$ cat config.mk
export PLATFORM = sky130hd
export DESIGN_NAME = mips_dmem_arbiter
export DESIGN_NICKNAME = d
export VERILOG_FILES = /design/src/rtl/mips_pkg.sv /design/src/rtl/mips_rr_arbiter2.sv /design/src/rtl/mips_dmem_arbiter.sv
export SDC_FILE = /design/constraint.sdc
export NUM_CORES = 1
export LEC_CHECK = 0
export ABC_CLOCK_PERIOD_IN_PS = 1700
export BUFFER_PORTS_ARGS = -buffer_cell sky130_fd_sc_hd__buf_2
export CORE_AREA = 2 2 86 88
export DETAILED_ROUTE_END_ITERATION = 8
export DIE_AREA = 0 0 88 90
export PLACE_DENSITY = 0.84
export SKIP_LAST_GASP = 1
export SLEW_MARGIN = 20
export SYNTH_ARGS = -nofsm -noshare
export SYNTH_HDL_FRONTEND = slang
export SYNTH_SLANG_ARGS = --single-unit
export TNS_END_PERCENT = 10
$ cat constraint.sdc
create_clock -name clk -period 1.7 [get_ports clk]
set_input_delay 0.085 -clock clk [delete_from_list [all_inputs] [get_ports clk]]
set_output_delay 0.085 -clock clk [all_outputs]
set_load 0.02 [all_outputs]
$ cat src/rtl/mips_pkg.sv
// ---------------------------------------------------------------------------
// mips_pkg
//   Shared types and constants for the MIPS data-memory path.
//
//   state_t : arbiter sequencer states (IDLE -> ISSUE -> WAIT).
//   owner_t : which requester owns an access (CPU port C or debug port D).
//   OP_LW / OP_SW : primary opcodes of the two instructions that reach the
//                   data memory through port C.
// ---------------------------------------------------------------------------
package mips_pkg;

    typedef enum logic [1:0] {
        IDLE,
        ISSUE,
        WAIT
    } state_t;

    typedef enum logic {
        OWN_C,
        OWN_D
    } owner_t;

    localparam logic [5:0] OP_LW = 6'b100011;
    localparam logic [5:0] OP_SW = 6'b101011;

endpackage

$ cat src/rtl/mips_rr_arbiter2.sv
// ---------------------------------------------------------------------------
// mips_rr_arbiter2
//   Two-way combinational pick between port C (bit 0) and port D (bit 1).
//   A lone requester always wins. On contention the port that did not own
//   the previous access wins when rr_en is set; otherwise C wins.
//
//   Ports
//     req        in   [1:0]  {d_req, c_req}
//     last_owner in   owner  owner of the most recent grant
//     rr_en      in   1      1 = round-robin, 0 = fixed priority to C
//     grant      out  [1:0]  one-hot winner, 2'b00 when nothing requests
// ---------------------------------------------------------------------------
module mips_rr_arbiter2
    import mips_pkg::*;
(
    input  logic [1:0] req,
    input  owner_t     last_owner,
    input  logic       rr_en,
    output logic [1:0] grant
);

    always_comb begin
        // NOTE: grant gets a default before the case so every path assigns
        // it; a missing assignment here would infer a latch.
        grant = 2'b00;
        case (req)
            2'b01: grant = 2'b01;
            2'b10: grant = 2'b10;
            2'b11: begin
                if (rr_en && (last_owner == OWN_C)) begin
                    grant = 2'b10;
                end else begin
                    grant = 2'b01;
                end
            end
            default: grant = 2'b00;
        endcase
    end

endmodule

$ cat src/rtl/mips_dmem_arbiter.sv
// ---------------------------------------------------------------------------
// mips_dmem_arbiter
//   Shares one synchronous-read, single-port data memory between the CPU
//   load/store stage (port C) and the debug/loader port (port D). Each
//   access is sequenced as ISSUE (memory strobe) then WAIT (read data back);
//   the next arbitration happens in WAIT, so back-to-back accesses run at
//   one every two cycles.
//
//   Timing: req sampled at edge N -> gnt + mem_en during cycle N+1
//           -> rvalid/err (and rdata for loads) during cycle N+2.
//
//   Ports
//     clk, rst                   clock, asynchronous active-high reset
//     c_req/c_we/c_addr/c_wdata  CPU command, held until c_gnt
//     c_gnt                      1-cycle pulse, command issued
//     c_rvalid/c_rdata           load data, 1-cycle pulse
//     c_err                      1-cycle pulse, address >= DEPTH
//     d_*                        same set for the debug port
//     mem_en/mem_we/mem_addr/mem_wdata  memory command (valid in ISSUE)
//     mem_rdata                  memory read data, valid the cycle after a read
//     busy                       sequencer not idle
// ---------------------------------------------------------------------------
module mips_dmem_arbiter
    import mips_pkg::*;
#(
    parameter int DATA_W = 32,
    parameter int ADDR_W = 5,
    parameter int DEPTH  = 32,
    parameter int RR_EN  = 1
) (
    input  logic              clk,
    input  logic              rst,

    input  logic              c_req,
    input  logic              c_we,
    input  logic [ADDR_W-1:0] c_addr,
    input  logic [DATA_W-1:0] c_wdata,
    output logic              c_gnt,
    output logic              c_rvalid,
    output logic [DATA_W-1:0] c_rdata,
    output logic              c_err,

    input  logic              d_req,
    input  logic              d_we,
    input  logic [ADDR_W-1:0] d_addr,
    input  logic [DATA_W-1:0] d_wdata,
    output logic              d_gnt,
    output logic              d_rvalid,
    output logic [DATA_W-1:0] d_rdata,
    output logic              d_err,

    output logic              mem_en,
    output logic              mem_we,
    output logic [ADDR_W-1:0] mem_addr,
    output logic [DATA_W-1:0] mem_wdata,
    input  logic [DATA_W-1:0] mem_rdata,

    output logic              busy
);

    // Out-of-range addresses are flagged, never folded back into the array.
    function automatic logic in_range(input logic [ADDR_W-1:0] a);
        return 32'(a) < 32'(DEPTH);
    endfunction

    state_t state_q, state_d;
    owner_t owner_q;
    owner_t last_owner_q;

    logic              cmd_we_q;
    logic              cmd_ok_q;
    logic [ADDR_W-1:0] cmd_addr_q;
    logic [DATA_W-1:0] cmd_wdata_q;

    logic [1:0]        req;
    logic [1:0]        grant;
    owner_t            win_owner;
    logic              win_we;
    logic              win_ok;
    logic [ADDR_W-1:0] win_addr;
    logic [DATA_W-1:0] win_wdata;
    logic              arb_go;

    logic c_gnt_d, d_gnt_d;
    logic c_rvalid_d, d_rvalid_d;
    logic c_err_d, d_err_d;
    logic mem_en_d, mem_we_d;

    assign req = {d_req, c_req};

    mips_rr_arbiter2 u_arb (
        .req        (req),
        .last_owner (last_owner_q),
        .rr_en      (RR_EN != 0),
        .grant      (grant)
    );

    // Winner's command, selected from the one-hot grant.
    always_comb begin
        win_owner = grant[1] ? OWN_D   : OWN_C;
        win_we    = grant[1] ? d_we    : c_we;
        win_addr  = grant[1] ? d_addr  : c_addr;
        win_wdata = grant[1] ? d_wdata : c_wdata;
        win_ok    = in_range(win_addr);
    end

    // Next state and next values of the registered outputs.
    always_comb begin
        state_d    = state_q;
        arb_go     = 1'b0;
        c_gnt_d    = 1'b0;
        d_gnt_d    = 1'b0;
        c_rvalid_d = 1'b0;
        d_rvalid_d = 1'b0;
        c_err_d    = 1'b0;
        d_err_d    = 1'b0;
        mem_en_d   = 1'b0;
        mem_we_d   = 1'b0;

        case (state_q)
            IDLE: begin
                if (|req) begin
                    arb_go  = 1'b1;
                    state_d = ISSUE;
                end
            end
            ISSUE: begin
                // The access is on the memory bus now; its response shows
                // up in WAIT, so the response flags are loaded here.
                state_d    = WAIT;
                c_rvalid_d = (owner_q == OWN_C) && !cmd_we_q;
                d_rvalid_d = (owner_q == OWN_D) && !cmd_we_q;
                c_err_d    = (owner_q == OWN_C) && !cmd_ok_q;
                d_err_d    = (owner_q == OWN_D) && !cmd_ok_q;
            end
            WAIT: begin
                if (|req) begin
                    arb_go  = 1'b1;
                    state_d = ISSUE;
                end else begin
                    state_d = IDLE;
                end
            end
            default: state_d = IDLE;
        endcase

        if (arb_go) begin
            c_gnt_d  = grant[0];
            d_gnt_d  = grant[1];
            mem_en_d = win_ok;
            mem_we_d = win_we && win_ok;
        end
    end

    // State register.
    always_ff @(posedge clk or posedge rst) begin
        // NOTE: sequential state uses non-blocking assignments so every
        // register samples its inputs from before the edge.
        if (rst) begin
            state_q <= IDLE;
        end else begin
            state_q <= state_d;
        end
    end

    // Command capture at the arbitration edge; the requester may change its
    // inputs afterwards without disturbing the access in flight.
    always_ff @(posedge clk or posedge rst) begin
        if (rst) begin
            // NOTE: the command data registers are reset as well because
            // they drive mem_addr/mem_wdata directly, which must read 0 in reset.
            owner_q      <= OWN_C;
            last_owner_q <= OWN_D;
            cmd_we_q     <= 1'b0;
            cmd_ok_q     <= 1'b0;
            cmd_addr_q   <= '0;
            cmd_wdata_q  <= '0;
        end else if (arb_go) begin
            owner_q      <= win_owner;
            last_owner_q <= win_owner;
            cmd_we_q     <= win_we;
            cmd_ok_q     <= win_ok;
            cmd_addr_q   <= win_addr;
            cmd_wdata_q  <= win_wdata;
        end
    end

    // Registered strobes.
    always_ff @(posedge clk or posedge rst) begin
        if (rst) begin
            c_gnt    <= 1'b0;
            d_gnt    <= 1'b0;
            c_rvalid <= 1'b0;
            d_rvalid <= 1'b0;
            c_err    <= 1'b0;
            d_err    <= 1'b0;
            mem_en   <= 1'b0;
            mem_we   <= 1'b0;
            busy     <= 1'b0;
        end else begin
            c_gnt    <= c_gnt_d;
            d_gnt    <= d_gnt_d;
            c_rvalid <= c_rvalid_d;
            d_rvalid <= d_rvalid_d;
            c_err    <= c_err_d;
            d_err    <= d_err_d;
            mem_en   <= mem_en_d;
            mem_we   <= mem_we_d;
            busy     <= (state_d != IDLE);
        end
    end

    assign mem_addr  = cmd_addr_q;
    assign mem_wdata = cmd_wdata_q;

    // The memory returns data one cycle after the strobe, so read data is
    // steered from mem_rdata in WAIT rather than registered again. Error
    // responses return zero.
    assign c_rdata = (c_rvalid && !c_err) ? mem_rdata : '0;
    assign d_rdata = (d_rvalid && !d_err) ? mem_rdata : '0;

endmodule
# Word level (Yosys, flattened, before mapping)
# Cells that the tools add are included.
dict set report op_classes {
  mux 21
  eq_ne 5
  reduce_logical 14
  bitwise_logic 1
}
# operator count
set op_table {}
lappend op_table {{two-way mux 32 bit} 3}
lappend op_table {{two-way mux 1 bit} 13}
lappend op_table {{case mux 2 bit (3 select lines)} 2}
lappend op_table {{equality test 2 bit (second input constant)} 3}
lappend op_table {{logical AND 1 bit} 6}
lappend op_table {{two-way mux 5 bit} 1}
lappend op_table {{equality test 2 x 1 -> 1 bit (second input constant)} 2}
lappend op_table {{zero test 1 bit} 4}
lappend op_table {{two-way mux 2 bit} 2}
lappend op_table {{OR reduction 2 bit} 2}
lappend op_table {{zero test 2 bit} 1}
lappend op_table {{nonzero test 2 bit} 1}
lappend op_table {{inverter 1 bit} 1}
dict set report totals {
  out_inout_bits 110
  inputBits 112
  regBits 52
}

# Depth between registers and ports, before layout
# Gate-level depths: netlist (run 1).
dict set report depth {
  word_depth 4
  mapped_depth 5
  mapped_depth_nobuf 4
}

# Cells and area by module
# From an unflattened synthesis (run 1), not the netlist that was laid out.
dict set report unflattened {
  hier_cells 233
  hier_area_um2 3144.3
}
# mod cells_each area_per_inst_um2 instances seq_area_each_um2
set by_module_without_submodules {}
lappend by_module_without_submodules {mips_dmem_arbiter 229 3114.2 1 1302.5}
lappend by_module_without_submodules {mips_rr_arbiter2 4 30.0 1 0.0}

# Worst setup path after synthesis (run 1)
# Ideal clock, no wire load.
dict set report synth_timing {
  kind {reg2reg}
  startpoint {register last_owner_q}
  endpoint {register cmd_we_q}
  n_path_buf 1
  required_ns 1.574
  slack_ns 0.465
  arrival_time_ns 1.109
  stages_incl_launch_ff 5
  path_cell_list {dfstp_2 > a21bo_2 > buf_4 > mux2i_1 > a21oi_1}
}
dict set report synth_between {
  elab_chain_cells 3
}
# item line
set synth_rtl {}
lappend synth_rtl {{from (decl)} mips_dmem_arbiter.sv:68} ;# owner_t last_owner_q;
lappend synth_rtl {{from (signal assigned)} mips_dmem_arbiter.sv:180} ;# last_owner_q <= win_owner;
lappend synth_rtl {{two-way mux 2 bit} mips_rr_arbiter2.sv:30} ;# if (rr_en && (last_owner == OWN_C)) begin
lappend synth_rtl {{case mux 2 bit (3 select lines)} mips_rr_arbiter2.sv:26} ;# case (req)
lappend synth_rtl {{two-way mux 1 bit} mips_dmem_arbiter.sv:101} ;# win_we = grant[1] ? d_we : c_we;
lappend synth_rtl {{to (signal assigned)} mips_dmem_arbiter.sv:181} ;# cmd_we_q <= win_we;
lappend synth_rtl {{to (decl)} mips_dmem_arbiter.sv:70} ;# logic cmd_we_q;
# No other way between the ends.
# A chain may end at the register's enable or synchronous reset.

# Worst setup path after layout (run 1)
dict set report layout_timing {
  startpoint {register last_owner_q}
  endpoint {register cmd_wdata_q[1] (netlist: mem_wdata[1])}
}
dict set report layout_between {
  elab_chain_cells 3
}
# item line
set layout_rtl {}
lappend layout_rtl {{two-way mux 2 bit} mips_rr_arbiter2.sv:30}
lappend layout_rtl {{case mux 2 bit (3 select lines)} mips_rr_arbiter2.sv:26}
lappend layout_rtl {{two-way mux 32 bit} mips_dmem_arbiter.sv:103} ;# win_wdata = grant[1] ? d_wdata : c_wdata;
lappend layout_rtl {{to (signal assigned)} mips_dmem_arbiter.sv:184} ;# cmd_wdata_q <= win_wdata;
lappend layout_rtl {{to (decl)} mips_dmem_arbiter.sv:73} ;# logic [DATA_W-1:0] cmd_wdata_q;
# No other way between the ends.

==> key figures, run 1 <==
Status
  • Status: complete, no violations

Clocking
  • CTS tree: yes
  • Clock sinks: 52
  • Clock Tree Root: clkbuf_8
  • Max clock buf depth: 2
  • Hold buffers post-CTS: 8
  • Setup Fix Bufs, Post-CTS: 0
  • Post-cts repair resize count: 0
  • Worst-path clk slew: roughly 0.090 ns
  • H-tree depth: 2
  • CTS Buf Count: 5
  • Skew-Pair Late Insertion Delay: about 0.30 ns

Critical path
  • Worst Path Required: between 1.5 and 2 ns
  • Crit Path Class: reg2reg
  • Most frequent cell on the critical path: a21oi_1
  • Slowest stage delay, CP: between 0.5 and 0.6 ns
  • Slowest-stage cell, CP: a21boi_2
  • CP Launch Type: flip-flop
  • Critical path cell sequence: a21boi_2 > buf_12 > a21oi_1 > a21oi_1
  • Critical path fanouts, max: 26
  • Crit end category: flip-flop
  • WP data arrival: 1.75 ns

Global routing
  • First-pass GRT wire length: between 10,000 and 15,000 um
  • Global-route usage over all layers: 20.60%
  • Gr ovfl total: 0
  • Initial antenna violation count: 0
  • Vias in the first global route: roughly 2,800
  • Pin count of the biggest net entering global routing: 33

Drt
  • Antenna Violating Nets Remaining: 0
  • Drt first-iter violations: ~100
  • Average via count per standard cell: about 4.8
  • Via count: between 3,000 and 4,000
  • DR WL/cell: approximately 14 um
  • DRC errors left: 0
  • Drt pass-1 iters: 5
  • Total Wirelength: roughly 8700 um

Finish
  • Final core occ: around 57%
  • N_diodes: 0
  • Layout area overhead: 52.77%
  • Post-route cell area: around 4000 sq um
  • Post-Layout Cell Count: between 600 and 700
  • Share of layout cells above drive strength 1: a little under half
  • Nets: roughly 650

Placed design
  • Post-DP HPWL: roughly 6600 um
  • Post-Place Cells: a little over 600
  • I/O Buffers: approximately 220
  • Placement Cell Area: about 3800 sq um
  • GPL Wtd Cong: between 0.8 and 0.9

Floorplan
  • Die H: roughly 90 um
  • Die X: approximately 88 um
  • Row count: 31
  • Die area: 7920 sq um
  • Starting Density: roughly 37%
  • Core footprint: ~7000 sq um
  • I/O Pins: roughly 220

Yosys
  • Post-synthesis average cell area: approximately 8.4 sq um
  • Post-Syn Nets: 425
  • Synth cell types: 21
  • Synthesized flop and latch total: 52
  • Synth Warn #: 0
  • Gate Count Post-Synth: 313
  • Synth Cell Area: 2623 sq um
  • Sequential area share after synthesis: about half

STA
  • Rel. slew slack: between 50% and 60%
  • Final Setup Violations: 0
  • RSZ-0062 raised after global routing: false
  • Fmax: 0.6561 GHz
  • Final period utilization: 89.65%
  • Max Slew Vio Count: 0
  • Crit path time final: about 1.5 ns
  • Clk_skew: 0.006227 ns
  • Worst-Margin Slew: between 0.6 and 0.7 ns
  • Post-Route Setup TNS: 0 ns
  • Final Hold Fails: 0

Job
  • Maxcap violations: 0

Power and ir drop
  • Peak supply drop: between 600 and 700 uV
  • Total power: 0.003761 W
  • Pwr/cell area: about 940 nW/um^2
  • Leakage power: 2.256 nW

Min path
  • HP Class: in2reg
[routing by layer]
| layer | share of wire (%) | vias to the layer above | global-route usage (%) |
|---|---|---|---|
| met5 | 0 | - | 0 |
| li1 | - | 1453 | - |
| met1 | 38 | 1410 | 23.01 |
| met4 | 2.0 | 0 | 6.154 |
| met2 | 53 | 161 | 38.57 |
| met3 | 7.9 | 15 | 3.765 |
[cells in the mapped netlist]
library cell	number	area share (%)
dfstp_2	1	1.0
buf_6	2	0.86
dfrtp_1	51	49
o22ai_1	1	0.24
a21bo_2	1	0.38
nand2b_1	2	0.48
nor3_1	4	0.76
a21boi_2	1	0.43
a31oi_1	1	0.24
buf_4	2	0.57
clkbuf_1	6	0.86
nor2b_1	2	0.48
and2_1	64	15
o21bai_2	1	0.43
mux2i_1	1	0.38
inv_1	5	0.72
nor2_1	41	5.9
buf_2	12	2.3
a21oi_1	76	15
inv_2	1	0.14
nand2_1	38	5.4
[kinds of logic after synthesis]
group	share of synthesized area, %
AOI/OAI and AO/OA	16.22
buffers and inverters	5.439
DFF	49.67
muxes	0.3817
and+or+nand+nor	28.29
[critical path, delay by kind of cell, from the launching register on]
family	cells	cell delay (ns)
AO/OA/AOI/OAI	3	0.80
buffers and inverters	1	0.25
flip-flops	1	0.40
[placed cells by master, fill, tap and decap left out]
cell type,n
nor2b_1,2
nand2_1,38
dfstp_2,1
nor2_1,41
o22ai_1,1
inv_1,4
clkinvlp_4,1
dfrtp_1,51
nor3_1,4
clkbuf_8,5
and2_1,64
a21oi_1,76
buf_12,3
a31oi_1,1
buf_4,6
o21bai_4,1
a21bo_2,1
dlygate4sd3_1,8
buf_2,221
nand2b_1,2
inv_2,2
a21boi_2,1
clkinv_2,1
mux2i_1,1
[worst paths after layout]
path | start | to | slack, ns | cells after the start
setup reg to reg | last_owner_q$_DFFE_PP1P_ | mem_wdata[1]$_DFFE_PP0P_ | 0.18 | 4
min in group asynchronous | rst | mem_wdata[6]$_DFFE_PP0P_ | 0.35 | 3
max in group asynchronous | rst | state_q[1]$_DFF_PP0_ | 0.80 | 4
setup / recovery | last_owner_q$_DFFE_PP1P_ | mem_wdata[1]$_DFFE_PP0P_ | 0.18 | 4
hold reg to reg | owner_q$_DFFE_PP0P_ | c_rvalid$_DFF_PP0_ | 0.46 | 1
hold / removal | c_wdata[7] | mem_wdata[7]$_DFFE_PP0P_ | 0.005 | 3
[sequential cells by signal (all words and copies together), names as in the netlist]
name / flops
cmd_ok_q: 1
c_rvalid: 1
last_owner_q: 1
c_gnt: 1
d_gnt: 1
mem_we: 1
mem_addr: 5
d_rvalid: 1
state_q: 2
busy: 1
mem_en: 1
owner_q: 1
c_err: 1
cmd_we_q: 1
d_err: 1
mem_wdata: 32
[area by class of cell]
cell class	instances	area (sq um)
clock buffer	5	68.82
clock inverter	2	12.51
fill	652	3014
inverter	6	22.52
multi-input combinational	233	1185
sequential	52	1303
tap	99	123.9
timing repair buffer	238	1291
[power by group]
part / switching, W / internal (W)
Sequential: 0.000137 / 0.00148
Clock: 0.000399 / 0.000280
Combinational: 0.000917 / 0.000547
Total: 0.00145 / 0.00231
[metrics by stage]
step,setup WS (ns),hold WS [ns]
final,0.1759,0.004813
after global routing,0.07122,0.007008
after CTS,0.1745,0.0007118
after detailed placement,0.1826,0.1723
after global placement,0.2886,0.1502
after floorplan,0.3588,0.1550
(Power assumes the default switching activity.)
==> run 2, diff against run 1 <==
- ABC_AREA: not set -> 1
- CORE_AREA: 2 2 86 88 -> not set
- CORE_UTILIZATION: not set -> 41
- DIE_AREA: 0 0 88 90 -> not set
- PLACE_DENSITY: 0.84 -> 0.86
- RECOVER_POWER: not set -> 25
==> run 2 against run 1 <==
Critical path depth is 1 higher. Fmax is 9.5% higher. Utilization is 5.1 points higher. Synthesized area is 14% higher. Combinational power hardly changed. Largest power group unchanged. Clock power is 29% higher. Cell area is 7.7% higher. Sequential cell count stayed put. Critical path type is now reg2out. Synthesized cell count is 50% higher. Via count is 17% higher. Hold slack better by 0.064 ns. Global-route usage is 1.8 points higher.
==> key figures, run 2 <==
Yosys
  • Sequential area share after synthesis: between 40 and 50%
  • Area contributors post-synth: dfrtp_1, nand2_1, inv_1, nand3_1, nor2_1
  • Most numerous cell in the Yosys netlist: nand2_1
  • Main flop type after synthesis: dfrtp_1
  • Gate Count Post-Synth: 469
  • Ys async rst share: 100.0%
  • Synth Area in Adders: 0%
  • Synth top area share: 42.55%
  • Synth cell types: 15
  • Multiplexer share of the synthesized area: 0%
  • XOR/XNOR Fraction of Synth Area: 0%
  • Post-synthesis simple-gate area fraction: a little under two fifths
  • EDFF count, synth: 0
  • Main combinational cell family by area after synthesis: simple AND/OR/NAND/NOR gates
  • Post-Syn Nets: roughly 580
  • Synthesized flop and latch total: 52
  • Synth Cell Area: between 2000 and 3000 sq um
  • Leading area contributor after synthesis: dfrtp_1
  • Synth Warn #: 0
  • Top post-synthesis cells by count: nand2_1, inv_1, nand3_1, nor2_1, dfrtp_1
  • Synth Area in Compound Gates: less than 1%
  • Post-synthesis average cell area: 6.395 sq um

Clocking
  • Clock Tree Root: clkbuf_8
  • Worst-path clk slew: 0.10 ns
  • Post-cts repair resize count: 0
  • CTS Buf Count: 5
  • Skew-Pair Late Insertion Delay: ~0.3 ns
  • H-tree depth: 2
  • Max clock buf depth: 2
  • Clock sinks: 52
  • CTS tree: yes

Critical path
  • CP Launch Type: flip-flop
  • WP data arrival: between 1 and 1.5 ns
  • Critical path cell sequence: inv_1 > nand2_1 > buf_4 > nor2_1 > buf_2
  • Top delay family on crit path: buffers and inverters
  • Slowest stage delay, CP: 0.38 ns
  • CP bufs+invs: 3
  • Slowest-stage cell, CP: dfrtp_1
  • CP Launch Point: c_err$_DFF_PP0_
  • Setup slack, reg-to-reg: between 0.3 and 0.4 ns
  • Worst Path Required: 1.62 ns
  • Critical path fanouts, max: 32
  • Critical R2R Launch: state_q[0]$_DFF_PP0_
  • Crit Path Class: reg2out
  • Crit end category: output port

Global routing
  • Pin count of the biggest net entering global routing: 42
  • First-pass GRT wire length: around 14,000 um
  • Gr ovfl total: 0
  • Vias in the first global route: 3,174
  • Global-route usage over all layers: between 20% and 30%
  • Initial antenna violation count: 0

Min path
  • HP Class: in2reg
  • Source of the worst hold timing path: d_req

Placed design
  • Post-DP HPWL: slightly below 7000 um
  • GPL Wtd Cong: about 0.83
  • I/O Buffers: 221
  • Placement Cell Area: 4188 sq um

Job
  • Maxcap violations: 0

Finish
  • Most common cell after layout, fill and taps aside: buf_2
  • Layout area overhead: 43.93%
  • Nets: 792
  • N_diodes: 0
  • Post-route cell area: approximately 4300 sq um
  • Share of layout cells above drive strength 1: 35.39%
  • Max FFs per register: 32
  • Most frequent cells in the layout: buf_2, nand2_1, inv_1

STA
  • Clk_skew: about 0.0073 ns
  • Final Hold Fails: 0
  • Post-Route Setup TNS: 0 ns
  • Worst-Margin Slew: around 0.8 ns
  • Crit path time final: 1.392 ns
  • Max Slew Vio Count: 0
  • Fmax: slightly above 0.7 GHz
  • Final Setup Violations: 0
  • Rel. slew slack: 46.99%
  • RSZ-0062 raised after global routing: false
  • Final period utilization: 81.90%

Power and ir drop
  • Clock power share: ~22%
  • Sw Share: about two fifths
  • Pint: between 0.002 and 0.0025 W
  • Leakage power: 2.990 nW
  • Sequential share of power: 40.5%
  • Comb pwr share: between 30% and 40%
  • Peak supply drop: slightly below 600 uV
  • Pwr/cell area: slightly above 900 nW/um^2
  • Sw power: ~0.0015 W

Drt
  • Average via count per standard cell: roughly 4.6
  • DR WL/cell: 11.25 um
  • Antenna Violating Nets Remaining: 0
  • Drt pass-1 iters: 4
  • DRC errors left: 0
  • Drt first-iter violations: ~170
  • Via count: around 3,500
  • Total Wirelength: 8739 um

Floorplan
  • Core footprint: 6944 sq um
  • I/O Pins: around 220
  • Row count: 30
  • Die H: around 88 um
  • Starting Density: roughly 43%
  • Die X: 87.53 um
  • Die area: about 7700 sq um

Status
  • Status: complete, no violations
==> run 2: logic make-up (layout without fill, tap and decap cells) <==
group           after synthesis  count (layout)
flops                        52              52
simple gates                271             271
buf+inv                     144             356
compound gates                2               2
==> run 2: metrics by stage <==
| stage | utilization (%) | hold slack, ns | cells | worst slack (ns) | total power [W] |
|---|---|---|---|---|---|
| 2_1_floorplan | - | 0.2289 | 469 | 0.3588 | 0.002550 |
| 3_3_place_gp | 60.31 | 0.1095 | 768 | 0.4327 | 0.003093 |
| 3_5_place_dp | 60.31 | 0.1193 | 768 | 0.3756 | 0.003134 |
| 4_1_cts | 62.20 | 0.06272 | 777 | 0.2965 | 0.004015 |
| 5_1_grt | 62.16 | 0.06771 | 777 | 0.1883 | 0.004252 |
| 6_report | 62.16 | 0.06894 | 777 | 0.3077 | 0.003983 |
==> run 2: final timing paths <==
| kind | to | cells past startpoint |
|---|---|---|
| worst max register to register | mem_wdata[31]$_DFFE_PP0P_ | 4 |
| min in group asynchronous | mem_wdata[26]$_DFFE_PP0P_ | 3 |
| max in group asynchronous | last_owner_q$_DFFE_PP1P_ | 4 |
| worst min-delay path | state_q[0]$_DFF_PP0_ | 3 |
| worst min register to register | c_rvalid$_DFF_PP0_ | 1 |
| worst max-delay path | c_rdata[27] | 5 |
==> run 2: power groups by stage <==
| stage | Combinational [W] | Sequential [W] | Clock (W) |
|---|---|---|---|
| 2_1_floorplan | 0.000676 | 0.00187 | 0 |
| 3_3_place_gp | 0.00146 | 0.00163 | 0 |
| 3_5_place_dp | 0.00151 | 0.00162 | 0 |
| 4_1_cts | 0.00151 | 0.00161 | 0.000897 |
| 5_1_grt | 0.00165 | 0.00164 | 0.000964 |
| 6_report | 0.00149 | 0.00161 | 0.000878 |
==> run 2: final cells by class <==
type | count | area, sq um
clock inverters | 2 | 38.79
fillers | 623 | 2628
multi-input cells | 273 | 1140
well taps | 96 | 120.1
inverters | 117 | 439.2
repair buffers | 231 | 1194
clock buffers | 6 | 82.58
flip-flops and latches | 52 | 1303
==> run 2: tightest hold or removal path, cell delays in order <==
cell	delay, ns
buf_2	0.09
nor2_1	0.07
nor2_1	0.09
==> run 2: timing repair <==
| item | 4_1_cts | 5_1_grt |
|---|---|---|
| setup buffers | 0 | 0 |
| hold buffers | 1 | 0 |
| endpoints found under the hold margin | 19 | 0 |
==> run 2: routing by layer <==
layer | part of all wire, % | wire (um) | GRT usage, % | up-vias
met1 | 40 | 3476 | 24.56 | 1585
li1 | - | - | - | 1770
met3 | 7.6 | 665 | 4.360 | 12
met5 | 0 | 0 | 0 | -
met2 | 51 | 4493 | 44.03 | 176
met4 | 1.2 | 103 | 5.514 | 0
